File: config.mk
export PLATFORM = sky130hd
export DESIGN_NAME = i2c_tx_fifo_flat
export DESIGN_NICKNAME = d
export VERILOG_FILES = /design/src/rtl/i2c_tx_fifo_if.sv /design/src/rtl/i2c_tx_fifo.sv /design/src/flat_wrapper.sv
export SDC_FILE = /design/constraint.sdc
export NUM_CORES = 1
export LEC_CHECK = 0
export ABC_AREA = 1
export BUFFER_PORTS_ARGS = -buffer_cell sky130_fd_sc_hd__buf_4
export CAP_MARGIN = 20
export CORE_ASPECT_RATIO = 1.4
export CORE_MARGIN = 2
export CORE_UTILIZATION = 60
export DETAILED_ROUTE_END_ITERATION = 10
export PLACE_DENSITY = 0.78
export SLEW_MARGIN = 20
export SYNTH_ARGS = -nofsm -noshare
export SYNTH_HDL_FRONTEND = slang
export SYNTH_SLANG_ARGS = --single-unit
File: constraint.sdc
create_clock -name clk -period 2 [get_ports clk]
set_input_delay 0.3 -clock clk [delete_from_list [all_inputs] [get_ports clk]]
set_output_delay 0.3 -clock clk [all_outputs]
set_load 0.01 [all_outputs]
File: src/rtl/i2c_tx_fifo_if.sv
// Bundle between the register interface / I2C engines and the TX command FIFO.
// The master side pushes, pops and programs the threshold; the FIFO is the slave.
interface i2c_tx_fifo_if #(
    parameter int DW    = 10,
    parameter int DEPTH = 16,
    localparam int AW   = $clog2(DEPTH)
);
    logic          flush;
    logic          wr;
    logic [DW-1:0] din;
    logic          rd;
    logic [DW-1:0] dout;
    logic          empty;
    logic          full;
    logic [AW:0]   occ;
    logic [AW-1:0] thr;
    logic          thr_hit;
    logic          ovf;
    logic          udf;

    modport master (
        output flush, wr, din, rd, thr,
        input  dout, empty, full, occ, thr_hit, ovf, udf
    );

    modport slave (
        input  flush, wr, din, rd, thr,
        output dout, empty, full, occ, thr_hit, ovf, udf
    );
endinterface

File: src/rtl/i2c_tx_fifo.sv
// First-word-fall-through command FIFO for the I2C transmit path.
// Words are {STOP, START, byte}; the head is visible on dout whenever non-empty.
module i2c_tx_fifo #(
    parameter int DW    = 10,
    parameter int DEPTH = 16,
    localparam int AW   = $clog2(DEPTH)
) (
    input  logic            clk,
    input  logic            rstn,
    i2c_tx_fifo_if.slave    bus
);
    localparam logic [AW:0] FULL_LVL = (AW+1)'(DEPTH);

    logic [DW-1:0] mem_q [DEPTH];
    logic [AW-1:0] wptr_q, wptr_d;
    logic [AW-1:0] rptr_q, rptr_d;
    logic [AW:0]   occ_q, occ_d;
    logic          ovf_q, ovf_d;
    logic          udf_q, udf_d;
    logic          empty;
    logic          full;
    logic          wr_ok;
    logic          rd_ok;

    assign empty = (occ_q == '0);
    assign full  = (occ_q == FULL_LVL);

    // A full FIFO still takes a push when a pop frees a slot the same cycle.
    assign wr_ok = bus.wr & (~full | bus.rd);
    assign rd_ok = bus.rd & ~empty;

    always_comb begin
        wptr_d = wptr_q;
        rptr_d = rptr_q;
        occ_d  = occ_q;
        ovf_d  = 1'b0;
        udf_d  = 1'b0;
        if (bus.flush) begin
            wptr_d = '0;
            rptr_d = '0;
            occ_d  = '0;
        end else begin
            if (wr_ok) wptr_d = wptr_q + AW'(1);
            if (rd_ok) rptr_d = rptr_q + AW'(1);
            unique case ({wr_ok, rd_ok})
                2'b10:   occ_d = occ_q + (AW+1)'(1);
                2'b01:   occ_d = occ_q - (AW+1)'(1);
                default: occ_d = occ_q;
            endcase
            ovf_d = bus.wr & full & ~bus.rd;
            udf_d = bus.rd & empty;
        end
    end

    always_ff @(posedge clk or negedge rstn) begin
        if (!rstn) begin
            wptr_q <= '0;
            rptr_q <= '0;
            occ_q  <= '0;
            ovf_q  <= 1'b0;
            udf_q  <= 1'b0;
        end else begin
            wptr_q <= wptr_d;
            rptr_q <= rptr_d;
            occ_q  <= occ_d;
            ovf_q  <= ovf_d;
            udf_q  <= udf_d;
        end
    end

    // Storage is deliberately left out of reset and untouched by flush.
    always_ff @(posedge clk) begin
        if (wr_ok && !bus.flush) begin
            mem_q[wptr_q] <= bus.din;
        end
    end

    assign bus.dout    = empty ? '0 : mem_q[rptr_q];
    assign bus.empty   = empty;
    assign bus.full    = full;
    assign bus.occ     = occ_q;
    assign bus.thr_hit = (occ_q <= {1'b0, bus.thr});
    assign bus.ovf     = ovf_q;
    assign bus.udf     = udf_q;
endmodule

File: src/flat_wrapper.sv
// flat-port wrapper written by rule: the top's interface ports become plain ports
module i2c_tx_fifo_flat 
#(
    parameter int DW    = 10,
    parameter int DEPTH = 16,
    localparam int AW   = $clog2(DEPTH)
)
  (clk, rstn, bus_flush, bus_wr, bus_din, bus_rd, bus_thr, bus_dout, bus_empty, bus_full, bus_occ, bus_thr_hit, bus_ovf, bus_udf);
  i2c_tx_fifo_if #(.DW(DW), .DEPTH(DEPTH)) bus_i ();
  input  logic clk;
  input  logic rstn;
  input wire logic [$bits(bus_i.flush)-1:0] bus_flush;
  input wire logic [$bits(bus_i.wr)-1:0] bus_wr;
  input wire logic [$bits(bus_i.din)-1:0] bus_din;
  input wire logic [$bits(bus_i.rd)-1:0] bus_rd;
  input wire logic [$bits(bus_i.thr)-1:0] bus_thr;
  output wire logic [$bits(bus_i.dout)-1:0] bus_dout;
  output wire logic [$bits(bus_i.empty)-1:0] bus_empty;
  output wire logic [$bits(bus_i.full)-1:0] bus_full;
  output wire logic [$bits(bus_i.occ)-1:0] bus_occ;
  output wire logic [$bits(bus_i.thr_hit)-1:0] bus_thr_hit;
  output wire logic [$bits(bus_i.ovf)-1:0] bus_ovf;
  output wire logic [$bits(bus_i.udf)-1:0] bus_udf;
  assign bus_i.flush = bus_flush;
  assign bus_i.wr = bus_wr;
  assign bus_i.din = bus_din;
  assign bus_i.rd = bus_rd;
  assign bus_i.thr = bus_thr;
  assign bus_dout = bus_i.dout;
  assign bus_empty = bus_i.empty;
  assign bus_full = bus_i.full;
  assign bus_occ = bus_i.occ;
  assign bus_thr_hit = bus_i.thr_hit;
  assign bus_ovf = bus_i.ovf;
  assign bus_udf = bus_i.udf;
  i2c_tx_fifo #(.DW(DW), .DEPTH(DEPTH)) u_core (.clk(clk), .rstn(rstn), .bus(bus_i));
endmodule
Yosys cells after proc, flatten, opt, wreduce, memory -nomap -nowiden. Memory sizes are Yosys's and may differ from the RTL's. Index checks and enable logic that the tools add are counted.

Bits in registers: 15. Bits in writable memories: 160. Output and inout port bits: 20. Logic and storage cells: 40. Memories kept: 1.

$add $sub $neg: 4. $lt $le $gt $ge: 1. Eq/ne operators: 3. Muxes and demuxes: 11. Bitwise logic cells: 9. Reductions and logical operators: 6.

Memories: u_core.mem_q (depth 16, width 10, rd ports 1, clocked after Yosys merged registers in 0, write ports 1, RTL line i2c_tx_fifo.sv:14) `logic [DW-1:0] mem_q [DEPTH];`.

Operators with widths (count): 4-bit 2-to-1 mux (4); 10-bit 2-to-1 mux (1); 5-bit one-hot mux with 2 select lines (1); 4-bit by 1-bit adder with 4-bit output (second input constant) (2); 5-bit by 1-bit adder with 5-bit output (second input constant) (1); 1-bit bitwise AND (5); 5-bit equality test (second input constant) (1); 5-bit by 4-bit less-or-equal comparator with 1-bit output (1); 5-bit logical NOT (1); 5-bit 2-to-1 mux (1); 5-bit by 1-bit subtractor with 5-bit output (second input constant) (1); 1-bit 2-to-1 mux (4); 2-bit nonzero test (2); 1-bit inverter (3); 3-bit nonzero test (1); 2-bit by 1-bit equality test with 1-bit output (second input constant) (1); 2-bit equality test (second input constant) (1); 1-bit logical AND (1); 1-bit logical NOT (1); 1-bit OR (1).

Depth between registers and ports, before layout.
Depth after elaboration: 7. Gate-level depth with buffers: 14. Gate-level depth less buffers: 14.

Worst setup path after synthesis. No wires, ideal clock.

Path kind: register to register. From: register u_core.occ_q[2], in the netlist u_core.bus.occ[2]. To: memory u_core.mem_q[12][0], enable pin. Arrival: 1.513 ns. Data required time: 1.624 ns. Path slack: 0.110 ns. Stages on the path, launching flop included: 9. Buffers on the path: 0. Period minus slack after synthesis: 1.890 ns. Cell sequence: dfrtp_1 -> nor2_2 -> nand2_2 -> nor2_4 -> nand2_4 -> nand2_8 -> nor2_4 -> nand2_1 -> nor2_1.

Cells in the longest elaborated chain, start to end: 7.

RTL lines: start: declaration (RTL line i2c_tx_fifo.sv:17) `logic [AW:0] occ_q, occ_d;`; start signal: assignment (RTL line i2c_tx_fifo.sv:59) `occ_q <= '0;`; start signal: assignment (RTL line i2c_tx_fifo.sv:65) `occ_q <= occ_d;`; 5-bit equality test (RTL line i2c_tx_fifo.sv:26) `assign full = (occ_q == FULL_LVL);`; via bus_full (RTL line flat_wrapper.sv:19) `output wire logic [$bits(bus_i.full)-1:0] bus_full;`; 1-bit inverter (RTL line i2c_tx_fifo.sv:29) `assign wr_ok = bus.wr & (~full | bus.rd);`; 1-bit OR (RTL line i2c_tx_fifo.sv:29); 1-bit bitwise AND (RTL line i2c_tx_fifo.sv:29); 1-bit logical AND (RTL line i2c_tx_fifo.sv:73) `if (wr_ok && !bus.flush) begin`; 1-bit 2-to-1 mux (RTL line i2c_tx_fifo.sv:73); 1-bit 2-to-1 mux (not written as such) (RTL line i2c_tx_fifo.sv:74) `mem_q[wptr_q] <= bus.din;`; end: declaration (RTL line i2c_tx_fifo.sv:14).

The timed path passes the listed nets, and every way through them passes these cells.

Final worst setup path.
From: register u_core.rptr_q[0]. To: output bus_dout[4].

Cells in the longest elaborated chain, start to end: 2.

RTL lines: start: declaration (RTL line i2c_tx_fifo.sv:16) `logic [AW-1:0] rptr_q, rptr_d;`; start signal: assignment (RTL line i2c_tx_fifo.sv:64) `rptr_q <= rptr_d;`; memory 16 x 10 bit; 10-bit 2-to-1 mux (RTL line i2c_tx_fifo.sv:78) `assign bus.dout = empty ? '0 : mem_q[rptr_q];`; end: declaration (RTL line flat_wrapper.sv:17) `output wire logic [$bits(bus_i.dout)-1:0] bus_dout;`.

No other way between the ends.

==> impl_metrics.json <==
{
  "status": "finished with violations",
  "violations": "negative setup slack",
  "power.switching_mw": 4.30,
  "cp_slowest_cell": "dfrtp_2",
  "antenna_found_initial": 0,
  "startpoint_type": "flop",
  "p_leak_nw": 3.35,
  "critPathBufInv": 3,
  "grt_overflow": 0,
  "synth-edff-count": 160,
  "synth_compound_area_share_pct": 12.6,
  "synth_top_area_cell": "edfxtp_1",
  "rows": 48,
  "crit_family": "compound AO/OA/AOI/OAI gates",
  "critical_path_class": "reg -> out",
  "power.share.sequential_pct": 33.6,
  "drt_first_pass_iters": 5,
  "cts.sinks": 175,
  "synthMuxAreaShare_pct": 0,
  "synthAdderAreaFrac_pct": 1.86,
  "grt_max_degree": 27,
  "synth_top_area_share_pct": 64.8,
  "cts_root_buffer": "clkbuf_16",
  "drive_above_1_share_pct": 29.5,
  "io_pins": 39,
  "required_ps": 1700,
  "worstSkewPairLatency_ps": 420,
  "critPathArrivalTime_ps": 2050,
  "yosys_warnings": 0,
  "die_x_um": 97.9,
  "synth-simple-area-share_pct": 11.8,
  "clk_pin_slew_ps": 60,
  "syn_area_sq_um": 7410,
  "p_clk_share_pct": 26.8,
  "peakVddDrop_uv": 1010,
  "htreeDepth": 4,
  "drt_iter0_markers": 664,
  "synth.most_common_cell": "edfxtp_1",
  "finClkSkew_ps": 11.4,
  "place_congestion": 0.880,
  "ctsLongestPathBuffers": 2,
  "drt-wirelength-per-cell_um": 23.2,
  "async_reset_ff_share_pct": 8.57,
  "setup_ws_ps": -350,
  "cts_made_buffers": 17,
  "ys_top_cells_by_area": "edfxtp_1 65%, o21ai_0 5.5%, nor2_1 5.1%, dfrtp_1 5.1%, o221ai_1 4.0%",
  "max_stage_delay_ps": 470,
  "powerDensity_nw_per_um2": 1360,
  "yosys.cell_types.count": 32,
  "critPathMaxFanout": 20,
  "die_h_um": 136,
  "netlist_top_cells_count": "160 x edfxtp_1, 101 x nor2_1, 81 x o21ai_0",
  "comb_power_share_pct": 39.7,
  "worstMarginPinSlew_ps": 368,
  "maxSlewHeadroom_pct": 75.4,
  "vias": 5454,
  "antenna_cells": 0,
  "fin_crit_sh_pct": 118,
  "hp-class": "in -> reg",
  "synth_xor_area_share_pct": 0,
  "core_area_sq_um": 12200,
  "grt_pass1_wl_um": 29100,
  "syn-instance-count": 594,
  "sw_frac_of_total_pct": 34.1,
  "max_cap_viol_count": 0,
  "final_hold_viol_count": 0,
  "fmax_ghz": 0.426,
  "drv_slew": 0,
  "avgSynthCellArea_sq_um": 12.5,
  "fillers": 700,
  "routed_wl_um": 19700,
  "drc": 0,
  "rsz0062_at_grt": "true",
  "synth_ff_type": "edfxtp_1",
  "syn_to_final_growth_pct": 25.0,
  "seq_area_frac_synth_pct": 69.9,
  "synth_nets": 624,
  "internal_power_mw": 8.30,
  "fin_total_pwr_mw": 12.6,
  "setup_viol_count_final": 10,
  "finalCoreUtilization_pct": 76.0,
  "hpwl_um": 11500,
  "dieArea_sq_um": 13300,
  "cts_tree": "yes",
  "dpl_cell_area_sq_um": 8140,
  "ys_ff_latch": 175,
  "start_util_pct": 60.8,
  "final_antenna_net_count": 0,
  "cp_cell_sequence": "buf_12 -> buf_12 -> o21ai_2 -> nor2_2 -> a21oi_2 -> a21oi_2 -> o21ai_1 -> a21oi_1 -> buf_4",
  "nNetsFinal": 716,
  "grt_pass1_vias": 5335,
  "portBuffers": 38,
  "end_kind": "output port",
  "finalCriticalPeriod_ps": 2350,
  "grtUsageTotal_pct": 29.3,
  "synth_top_family_by_area": "compound AO/OA/AOI/OAI gates",
  "design_area_sq_um": 9260,
  "viasPerCell": 6.43
}
## cells by family (layout without fill, tap and decap cells)
family	Yosys count	after routing
buffers and inverters	64	168
adders and majority gates	11	11
AOI/OAI and AO/OA	156	156
DFF	175	175
and+or+nand+nor	188	188
## layer usage
layer  global-route usage (%)  up-vias  routed length (um)
met5                        0        -                   0
met4                     11.9        0                 626
met3                     7.28       67                1740
met2                     51.4      345               10500
met1                     34.8     2667                6820
li1                         -     2375                   -
## power groups by stage
stage | clock network [mW] | logic (mW) | registers [mW]
6_report | 3.37 | 5.00 | 4.23
4_1_cts | 3.39 | 4.44 | 4.21
5_1_grt | 3.52 | 5.34 | 4.23
3_3_place_gp | 0 | 3.58 | 4.26
2_1_floorplan | 0 | 2.23 | 4.28
3_5_place_dp | 0 | 3.71 | 4.27
## worst reg2reg max path, stage by stage (launching register included)
cell and delay (ps):
dfrtp_1 390, buf_4 150, nor2_4 130, nand3_4 140, nand3_4 160, inv_2 90
ha_4 300, inv_1 50, nor2_1 110, nor2_2 70, nand2_2 70, nand2_2 50
nand3_1 60, nand2_1 60
## cell usage in the layout (no fill, tap or decap), drive strengths merged, types with 2 or more instances in the layout
master    count
clkinv        6
a21oi        24
bufinv        3
o21ai        92
buf         104
ha           11
edfxtp      160
nor3          4
o221ai       34
dfrtp        15
nand3        27
nand2        47
o21a          2
clkinvlp      2
nand4         5
nor2        105
o22ai         3
inv          34
clkbuf       18
## state kept, by name, summed over array words and instances, names as in the netlist
name and count:
u_core.wptr_q 4, u_core.bus.udf 1, u_core.rptr_q 4, u_core.bus.occ 5
u_core.bus.ovf 1, u_core.mem_q 160
## path summary, 6_finish.rpt
check	from	endpoint	slack, ps	depth (start not counted)
max	u_core.rptr_q[0]$_DFFE_PN0P_	bus_dout[4]	-350	9
min	bus_flush	u_core.rptr_q[1]$_DFFE_PN0P_	150	2
max reg2reg	u_core.bus.occ[1]$_DFFE_PN0P_	u_core.bus.occ[4]$_DFFE_PN0P_	70	13
min reg2reg	u_core.bus.occ[4]$_DFFE_PN0P_	u_core.bus.occ[4]$_DFFE_PN0P_	620	2
max in group asynchronous	rstn	u_core.rptr_q[0]$_DFFE_PN0P_	1520	2
min in group asynchronous	rstn	u_core.bus.occ[4]$_DFFE_PN0P_	270	2
## layout make-up
type                            count  area, sq um  share of cell area, %
Clock buffer                       17          425                   4.59
Inverter                           31          130                   1.41
Tap cell                          150          188                   2.03
Timing Repair Buffer              106         1030                   11.1
Multi-Input combinational cell    355         2120                   22.9
Sequential cell                   175         5180                   56.0
Clock inverter                     14          180                   1.95
## what timing repair did
item                                    in CTS  in global routing
pin swaps                                   11                 22
buffers inserted                             7                  9
endpoints found under the setup margin      12                 14
hold buffers                                 1                  0
gates resized for setup                     55                 41
gates cloned                                 2                  1
hold endpoints to repair                    15                  0
## through the flow
step                      setup slack (ps)  instances  hold WS, ps  TNS (ps)
final                                 -350        848          153     -2730
after global routing                  -426        848          150     -4460
after CTS                             -263        838          134     -2270
after detailed placement              37.0        797          171         0
after global placement                88.9        797          170         0
after floorplan                        110        594         4.41         0
Note: power is estimated with default switching activity, not from simulation.
